[src/rtl/tt_um_opamp_sar_ctrl.sv]
// Successive-approximation controller for the opamp tile.
// The controller tests one bit at a time, from the MSB down to the LSB. For each bit it
// drives a trial code to the DAC and waits SETTLE cycles for the DAC and the comparator
// to settle. It then keeps or clears that bit using the synchronized comparator decision.
module tt_um_opamp_sar_ctrl #(
    parameter int WIDTH  = 8,
    parameter int SETTLE = 2
) (
    input  logic             clk,
    input  logic             rst_n,
    input  logic             ena,
    input  logic             start,
    input  logic             cmp_in,
    output logic [WIDTH-1:0] dac_code,
    output logic             busy,
    output logic             done,
    output logic [WIDTH-1:0] result,
    output logic             result_valid
);

    localparam int IDX_W = (WIDTH > 1) ? $clog2(WIDTH) : 1;
    localparam int CNT_W = (SETTLE > 1) ? $clog2(SETTLE) : 1;

    typedef enum logic [1:0] {
        ST_IDLE,
        ST_SETTLE,
        ST_DECIDE
    } state_t;

    state_t           state_q, state_d;
    logic [WIDTH-1:0] dac_code_q, dac_code_d;
    logic [IDX_W-1:0] bit_idx_q, bit_idx_d;
    logic [CNT_W-1:0] cnt_q, cnt_d;
    logic             busy_q, busy_d;
    logic             done_q, done_d;
    logic [WIDTH-1:0] result_q, result_d;
    logic             result_valid_q, result_valid_d;
    logic             cmp_meta_q;
    logic             cmp_s_q;

    // Two-flop synchronizer so that the asynchronous comparator output never reaches the FSM directly
    always_ff @(posedge clk or negedge rst_n) begin
        if (!rst_n) begin
            cmp_meta_q <= 1'b0;
            cmp_s_q    <= 1'b0;
        end else begin
            cmp_meta_q <= cmp_in;
            cmp_s_q    <= cmp_meta_q;
        end
    end

    // State and datapath registers
    always_ff @(posedge clk or negedge rst_n) begin
        if (!rst_n) begin
            state_q        <= ST_IDLE;
            dac_code_q     <= '0;
            bit_idx_q      <= '0;
            cnt_q          <= '0;
            busy_q         <= 1'b0;
            done_q         <= 1'b0;
            result_q       <= '0;
            result_valid_q <= 1'b0;
        end else begin
            state_q        <= state_d;
            dac_code_q     <= dac_code_d;
            bit_idx_q      <= bit_idx_d;
            cnt_q          <= cnt_d;
            busy_q         <= busy_d;
            done_q         <= done_d;
            result_q       <= result_d;
            result_valid_q <= result_valid_d;
        end
    end

    // Next-state logic: start a conversion, count down the settling time, then decide the current bit
    always_comb begin
        state_d        = state_q;
        dac_code_d     = dac_code_q;
        bit_idx_d      = bit_idx_q;
        cnt_d          = cnt_q;
        busy_d         = busy_q;
        done_d         = 1'b0;
        result_d       = result_q;
        result_valid_d = result_valid_q;

        case (state_q)
            ST_IDLE: begin
                if (start && ena) begin
                    dac_code_d     = {1'b1, {(WIDTH-1){1'b0}}};
                    bit_idx_d      = IDX_W'(WIDTH - 1);
                    cnt_d          = CNT_W'(SETTLE - 1);
                    busy_d         = 1'b1;
                    result_valid_d = 1'b0;
                    state_d        = ST_SETTLE;
                end
            end
            ST_SETTLE: begin
                if (!ena) begin
                    dac_code_d = '0;
                    busy_d     = 1'b0;
                    state_d    = ST_IDLE;
                end else if (cnt_q == '0) begin
                    state_d = ST_DECIDE;
                end else begin
                    cnt_d = cnt_q - CNT_W'(1);
                end
            end
            ST_DECIDE: begin
                if (!ena) begin
                    dac_code_d = '0;
                    busy_d     = 1'b0;
                    state_d    = ST_IDLE;
                end else begin
                    dac_code_d[bit_idx_q] = cmp_s_q;
                    if (bit_idx_q != '0) begin
                        dac_code_d[bit_idx_q - IDX_W'(1)] = 1'b1;
                        bit_idx_d = bit_idx_q - IDX_W'(1);
                        cnt_d     = CNT_W'(SETTLE - 1);
                        state_d   = ST_SETTLE;
                    end else begin
                        result_d       = dac_code_d;
                        done_d         = 1'b1;
                        result_valid_d = 1'b1;
                        busy_d         = 1'b0;
                        state_d        = ST_IDLE;
                    end
                end
            end
            default: begin
                state_d = ST_IDLE;
            end
        endcase
    end

    assign dac_code     = dac_code_q;
    assign busy         = busy_q;
    assign done         = done_q;
    assign result       = result_q;
    assign result_valid = result_valid_q;

endmodule

[config.mk]
export PLATFORM = sky130hd
export DESIGN_NAME = tt_um_opamp_sar_ctrl
export DESIGN_NICKNAME = d
export VERILOG_FILES = /design/src/rtl/tt_um_opamp_sar_ctrl.sv
export SDC_FILE = /design/constraint.sdc
export NUM_CORES = 1
export LEC_CHECK = 0
export CAP_MARGIN = 20
export CORE_MARGIN = 10
export CORE_UTILIZATION = 25
export CTS_CLUSTER_DIAMETER = 100
export DETAILED_ROUTE_END_ITERATION = 12
export GPL_TIMING_DRIVEN = 0
export PLACE_DENSITY = 0.5
export REMOVE_ABC_BUFFERS = 1
export SYNTH_ARGS = -nofsm -noshare
export SYNTH_HDL_FRONTEND = slang
export SYNTH_SLANG_ARGS = --single-unit
[constraint.sdc]
create_clock -name clk -period 2.55 [get_ports clk]
set_input_delay 0.6375 -clock clk [delete_from_list [all_inputs] [get_ports clk]]
set_output_delay 0.6375 -clock clk [all_outputs]
set_load 0.005 [all_outputs]
### After elaboration in Yosys (flattened, before gate mapping)

Cells that the tools add are included.

* flip-flop bits (word level): 27
* input port bits: 5
* output and inout bits: 19
* logic and storage cells: 79

* add/subtract/negate cells: 2
* order comparisons: 4
* equal/unequal tests: 10
* mux-type cells: 37
* bitwise operators: 2
* reduce and logical (&&, ||, !) cells: 14

Operator list (count)
* 2-to-1 mux 8 bit: 4
* one-hot mux 8 bit (3 select lines): 1
* 2-to-1 mux 1 bit: 18
* inequality test 2 bit, second input constant: 6
* AND reduction 4 bit: 3
* 2-to-1 mux 3 bit: 3
* bitwise mux 8 bit: 1
* less-than comparator 3 x 4 -> 1 bit, second input constant: 2
* bitwise OR 8 bit: 1
* demux 1 bit (select 3 bit): 2
* greater-or-equal comparator 3 x 1 -> 1 bit, second input constant: 2
* 2-to-1 mux 2 bit: 3
* inequality test 3 bit, second input constant: 2
* one-hot mux 1 bit (3 select lines): 2
* one-hot mux 2 bit (3 select lines): 1
* one-hot mux 3 bit (2 select lines): 1
* AND reduction 3 bit: 2
* nonzero test 3 bit: 2
* AND reduction 5 bit: 1
* logical AND 1 bit: 3
* subtractor 3 x 1 -> 3 bit, second input constant: 1
* equality test 2 x 1 -> 1 bit, second input constant: 1
* equality test 2 bit, second input constant: 1
* zero test 2 bit: 1
* 5 further kinds: 5

### Depth between registers and ports, before layout

Gate-level depths: netlist of run 1.

* depth in word-level cells: 9
* gate-level depth with buffers: 8
* mapped depth without buffers: 6

### Worst setup path before layout of run 1

Ideal clock, no wire load.

* path type: register to register
* from: register bit_idx_q[0]
* to: register result_q[2] (netlist: result[2])
* setup time: 0.136 ns
* arrival: 1.664 ns
* required time: 2.414 ns
* setup slack: 0.750 ns
* stages on the path, launching flop included: 9
* buffers on the path: 2
* period minus slack after synthesis: 1.800 ns
* path through: dfrtp_1 -> buf_2 -> inv_1 -> ha_1 -> nor2b_1 -> nand3_1 -> clkbuf_1 -> nand2_1 -> o21ai_0

* word-level cells in the longest chain between the ends: 5
* elaborated cells between the ends (all ways): 9
* classes of those cells: 2 x order compare; 3 x mux; 1 x bitwise; 3 x reduce/logical

RTL lines
* start, declared: RTL line 32 `logic [IDX_W-1:0] bit_idx_q, bit_idx_d;`
* start signal, assigned: RTL line 66 `bit_idx_q <= bit_idx_d;`
* less-than comparator 3 x 4 -> 1 bit (implied by the code) / greater-or-equal comparator 3 x 1 -> 1 bit (equally long branches): RTL line 114 `dac_code_d[bit_idx_q] = cmp_s_q;`
* logical AND 1 bit (implied by the code): RTL line 114
* 2-to-1 mux 1 bit (implied by the code): RTL line 114
* demux 1 bit (select 3 bit): RTL line 114
* bitwise mux 8 bit: RTL line 114
* end signal, assigned: RTL line 70 `result_q <= result_d;`
* end, declared: RTL line 36 `logic [WIDTH-1:0] result_q, result_d;`

Several ways; a longest one is shown, not always the timed one.
A chain may end at the register's enable or synchronous reset.

### Final worst setup path of run 1

* from: input port ena
* to: register dac_code_q[0] (netlist: dac_code[0])

* word-level cells in the longest chain between the ends: 3
* elaborated cells between the ends (all ways): 6
* classes of those cells: 2 x eq/ne; 2 x mux; 2 x reduce/logical

RTL lines
* start, declared: RTL line 11 `input logic ena,`
* logical AND 1 bit: RTL line 88 `if (start && ena) begin`
* inequality test 2 bit (no source line)
* AND reduction 3 bit (no source line)
* end signal, assigned: RTL line 65 `dac_code_q <= dac_code_d;`
* end, declared: RTL line 31 `logic [WIDTH-1:0] dac_code_q, dac_code_d;`

Several ways; a longest one is shown, not always the timed one.

==> run metrics, run 1 <==
min-delay worst type=reg2reg; root buffer cell=clkbuf_8; largest net degree at the start of global routing=18; routability cong.=just over 0.8; Syn Area/Cell=between 10 and 15 um2; Fillers=588; initial antenna violation count=0; status=finished clean; Antenna diodes=0; Pins Over Slew Limit=0; area growth from synthesis to layout=22.9%; Compound-Gate Fraction of Synth Area=a little over a fifth; adder-cell area share of the yosys netlist=just over 5%; Residual DRC=0; Worst Setup Start Kind=primary input; number of synthesized flops with an enable pin=0; 1st-iter DRT viols=42; CTS tree=done; XOR/XNOR Fraction of Synth Area=0%; Layout Nets=173; Die ar.=about 9200 um2; Reg2Reg Setup Slack=~0.50 ns; worst skew pair latency=0.27 ns; Post-CTS Hold Fix Bufs=0; most common library cell in the layout ignoring fill and taps=dfrtp_1; Peak Freq=about 460 MHz; die width=96.1 um; proportion of synthesized area in mux cells=around 6.2%; crit path max fanout=9; DP Cell Count=between 200 and 250; PwrDens=712 nW/um2; share of cells above drive strength 1=10.6%; wire per inst=14.2 um; fin crit share=a little under nine tenths; CTS HTree Levels=1; row count=27; synth unique cells=36; Final Routed Wirelength=3.32 mm; register area share after synthesis=46.6%; register bit total from synthesis=27; count of yosys warnings during synthesis=0; Ports=24; most frequent cells in the layout=dfrtp_1 (27), clkdlybuf4s50_1 (23), nand2_1 (15), o21ai_0 (15), mux2i_1 (9); Setup WS post-layout=about 0.38 ns; CP Class=in2reg; simple-gate share of the synthesized area=around 15%; arrival time worst endpoint=2.39 ns; antenna-violating nets left=0; crit end category=flip-flop; most common flop cell mapped by yosys=dfrtp_1; Final setup viols=0; GR Overflow Total=0; sequential cell area=a little under 700 um2; Inserted Clock Buffers=3; Total Power=~1.3 mW; worst relative slew slack=about 56%; DR vias/cell=~4.8; core area=5570 um2; max-cap violations=0; Synth async-reset ratio=100%; clock-pin slew on the worst setup and hold paths=~0.090 ns; Initial Util=between 20% and 30%; port buffer count=23; global-route wire length before repair=5.51 mm; gr usage total=around 7.4%; RSZ-0062 raised after global routing=false; P_leak=around 0.75 nW; Post-Syn Instances=approximately 140; Die Ht=just under 100 um; vias in the first global route=between 1,000 and 1,500; Critical Path RT=~2.8 ns; Fin Clk Skew=around 0.0042 ns; Sum Neg Setup Slack=0 ns; Slew @ Worst Pin=around 0.65 ns; largest family of logic cells by synthesized area=compound AO/OA/AOI/OAI gates; post-route insts no fill=roughly 230; Max Buffers Root-to-Sink=2; multi-input combinational cell area=approximately 690 um2; DR vias=1,127; peak supply drop=approximately 0.47 mV; Mapped Area=between 1000 and 1500 um2; drt pass-1 iters=4; Final Critical Period=between 2 and 2.5 ns; clk sinks=27; Fin. Hold Viols=0; HPWL after DPL=between 2 and 3 mm; dpl ws=~0.11 ns
[worst max-delay path, stage by stage]
cell,delay [ns]
clkdlybuf4s50_1,0.71
nand2_1,0.12
nor4b_1,0.36
and2_1,0.35
a22o_2,0.19
[repair_timing]
item                       4_1_cts  5_1_grt
buffers inserted                 0        0
resized for setup                0        1
setup endpoints to repair        0        2
[synthesized netlist by cell type (2+ instances only)]
library cell	n	area share, %
nor3_1	3	1.0
a22o_2	7	4.8
mux2i_1	9	6.2
nand2b_1	3	1.3
o21ai_0	15	5.2
nor2_1	4	1.0
nand3b_1	3	1.6
ha_1	6	5.2
a31oi_1	2	0.86
buf_6	2	1.6
nand2_1	15	3.9
o31ai_1	5	2.6
nand3_1	4	1.4
clkbuf_1	3	0.78
buf_2	4	1.4
a21oi_1	2	0.69
dfrtp_1	27	47
inv_1	8	2.1
nor3b_1	3	1.6
[power by group]
part | internal (mW) | total, mW | switching, mW
clock | 0.112 | 0.242 | 0.130
sequential | 0.479 | 0.544 | 0.0650
combinational | 0.219 | 0.483 | 0.264
[through the flow]
stage	hold WS (ns)	utilization, %	area (um2)
after floorplan	0.331	-	1400
after global placement	0.335	30.8	1720
after detailed placement	0.344	31.0	1730
after CTS	0.367	31.9	1780
after global routing	0.376	31.9	1780
final	0.362	31.9	1780
[metal layers]
layer	global-route usage [%]	routed length, um
met5	0	0
met4	1.47	19
met3	3.11	280
met2	11.2	1440
met1	9.78	1580
[path summary, 6_finish.rpt]
kind	depth (start not counted)	start	to
setup / recovery	5	ena	dac_code[0]
hold / removal	0	cmp_meta_q	cmp_s_q
setup reg to reg	6	bit_idx_q[0]	result[7]
hold reg to reg	0	cmp_meta_q	cmp_s_q
max in group asynchronous	2	rst_n	dac_code[7]
min in group asynchronous	1	rst_n	dac_code[1]
[cells by family (layout without fill, tap and decap cells)]
group,count (synthesis),count (layout)
adder cells (fa/ha/maj),6,6
flip-flops,27,27
AND/OR/NAND/NOR,42,42
multiplexers,9,9
AO/OA/AOI/OAI,41,41
buffers and inverters,17,36
[flip-flops by register name, summed over array words and instances, names as in the netlist]
| register | cells |
|---|---|
| dac_code | 8 |
| bit_idx_q | 3 |
| cnt_q | 1 |
| result | 8 |
| result_valid | 1 |
| cmp_s_q | 1 |
| busy | 1 |
| state_q | 2 |
| cmp_meta_q | 1 |
| done | 1 |
[cell type report]
class	instances	share of cell area, %
Clock buffer	4	2.53
Inverter	8	1.69
Multi-Input combinational cell	98	39.0
Sequential cell	27	37.9
Tap cell	72	5.06
Timing Repair Buffer	24	13.8
No activity file was read; power rests on OpenSTA's default activity.
==> run 2: changes to the inputs <==
Settings changed: CELL_PAD_IN_SITES_DETAIL_PLACEMENT set to 1, CELL_PAD_IN_SITES_GLOBAL_PLACEMENT set to 2, PLACE_DENSITY 0.5 to 0.68.
==> run metrics, run 2 (synthesis results as in run 1) <==
share of cells above drive strength 1=10.6% (unchanged); sequential power share=42.6% (-0.3 points); Crit-path slowest cell=clkdlybuf4s50_1; worst relative slew slack=57.8% (+1.4 points); initial antenna violation count=0 (unchanged); drt pass-1 iters=3 (-1); Bufs and invs on worst path=1 (unchanged); switching power=471 uW (+2.7%); status=finished clean; root buffer cell=clkbuf_8; core area=5570 um2 (unchanged); Initial Util=26.0% (unchanged); DR vias/cell=4.77 (-1.4%); Post-CTS Hold Fix Bufs=0 (unchanged); vias in the first global route=1,214 (+12%); max-cap violations=0 (unchanged); area growth from synthesis to layout=23.7%; Fin. Hold Viols=0 (unchanged); crit end category=flip-flop; CTS HTree Levels=1 (unchanged); Int Pwr=812 uW (+0.30%); Gate power share=37.9% (about the same); design area=1790 um2 (+0.70%); clock-pin slew on the worst setup and hold paths=0.10 ns (about the same); routability cong.=0.782 (-5.3%); dpl ws=0.0993 ns (-0.0139 ns); min-delay worst type=reg2reg; max incr delay on CP=0.71 ns (about the same); wire per inst=15.7 um (+10%); peak supply drop=0.343 mV (-27%); Die Ht=96.1 um (unchanged); worst-path cell chain=clkdlybuf4s50_1, nand2_1, nor4b_1, and2_1, a22o_2; Residual DRC=0 (unchanged); Layout Nets=173 (unchanged); Peak Freq=459 MHz (-0.21%); most common library cell in the layout ignoring fill and taps=dfrtp_1; gr usage total=8.44% (+1.0 points); clk sinks=27 (unchanged); row count=27 (unchanged); RSZ-0062 raised after global routing=false; die width=96.1 um (unchanged); Setup WS post-layout=0.372 ns (-0.00461 ns); switching power share of the total=36.7% (+0.55 points); port buffer count=23 (unchanged); Slew @ Worst Pin=0.630 ns (-0.0202 ns); Final Routed Wirelength=3.67 mm (+10%); Inserted Clock Buffers=3 (unchanged); antenna-violating nets left=0 (unchanged); dpl cell area=1740 um2 (+0.72%); final core occ=32.2% (+0.22 points); Max Buffers Root-to-Sink=2 (unchanged); P_leak=0.758 nW (+0.70%); Final Critical Period=2.18 ns (+0.00461 ns); Die ar.=9240 um2 (unchanged); most frequent cells in the layout=dfrtp_1 (27), clkdlybuf4s50_1 (23), nand2_1 (15), o21ai_0 (15), mux2i_1 (9); PwrDens=716 nW/um2 (+0.46%); Sum Neg Setup Slack=0 ns (unchanged); fin crit share=85.4% (+0.18 points); Fin Clk Skew=0.00407 ns (-0.0000804 ns); CP top delay family=simple AND/OR/NAND/NOR gates; Pins Over Slew Limit=0 (unchanged); Clock power frac=19.5% (+0.4 points); GR Overflow Total=0 (unchanged); Ports=24 (unchanged); Worst Setup Start Kind=primary input; DR vias=1,111 (-1.4%); global-route wire length before repair=6.19 mm (+12%); Critical Path RT=2.77 ns (about the same); largest net degree at the start of global routing=18 (unchanged); Antenna diodes=0 (unchanged); Final setup viols=0 (unchanged); CTS tree=done; 1st-iter DRT viols=39 (-7.1%); arrival time worst endpoint=2.39 ns (about the same); CP Class=in2reg; crit path max fanout=9 (unchanged); HPWL after DPL=2.77 mm (+10%); worst skew pair latency=0.27 ns (about the same)
[run 2: final cells by class]
class	instances	area [um2]
Clock buffer	4	45.0
Fill cell	643	3780
Inverter	8	30.0
Multi-Input combinational cell	98	694
Sequential cell	27	676
Tap cell	72	90.1
Timing Repair Buffer	24	258
[run 2: worst register-to-register path, stage by stage (launching register included)]
cell and delay [ns]:
dfrtp_1 0.56, inv_1 0.18, ha_1 0.23, nor2b_1 0.41
nand3_2 0.36, nand2_1 0.17, o21ai_0 0.10
[run 2: layer usage]
metal | track usage [%] | vias to the layer above | wire (um)
met5 | 0 | - | 0
met4 | 1.97 | 0 | 18
met3 | 2.57 | 2 | 231
met2 | 13.7 | 21 | 1680
met1 | 10.7 | 543 | 1730
li1 | - | 545 | -
[run 2: power groups by stage]
stage	clock network, mW	logic, mW	registers [mW]
floorplan	0	0.334	0.537
global placement	0	0.476	0.551
detailed placement	0	0.495	0.554
CTS	0.262	0.497	0.547
global route	0.279	0.550	0.559
finish	0.250	0.486	0.546
[run 2: repair_timing]
item                                    4_1_cts  5_1_grt
gates resized for setup                       0        1
endpoints found under the setup margin        0        8
buffers inserted                              0        0
[run 2: worst paths after layout]
path | startpoint | to | slack, ns | cells past startpoint
worst max-delay path | ena | dac_code[3] | 0.37 | 5
worst min-delay path | cmp_meta_q | cmp_s_q | 0.37 | 0
worst max register to register | bit_idx_q[0] | result[4] | 0.43 | 6
worst min register to register | cmp_meta_q | cmp_s_q | 0.37 | 0
max in group asynchronous | rst_n | result_valid | 1.31 | 2
min in group asynchronous | rst_n | bit_idx_q[2] | 0.75 | 1
[run 2: through the flow]
stage | cells | hold WS [ns] | total power [mW]
after floorplan | 133 | 0.331 | 0.872
after CTS | 233 | 0.373 | 1.31
final | 233 | 0.367 | 1.28
after detailed placement | 229 | 0.349 | 1.05
after global placement | 228 | 0.334 | 1.03
after global routing | 233 | 0.374 | 1.39
==> run 3: changes to the inputs <==
Settings changed: CTS_CLUSTER_SIZE set to 12, SLEW_MARGIN set to 10.
==> results of run 3 <==
Same layout as run 2: the final DEF is identical, and so are final timing and power.
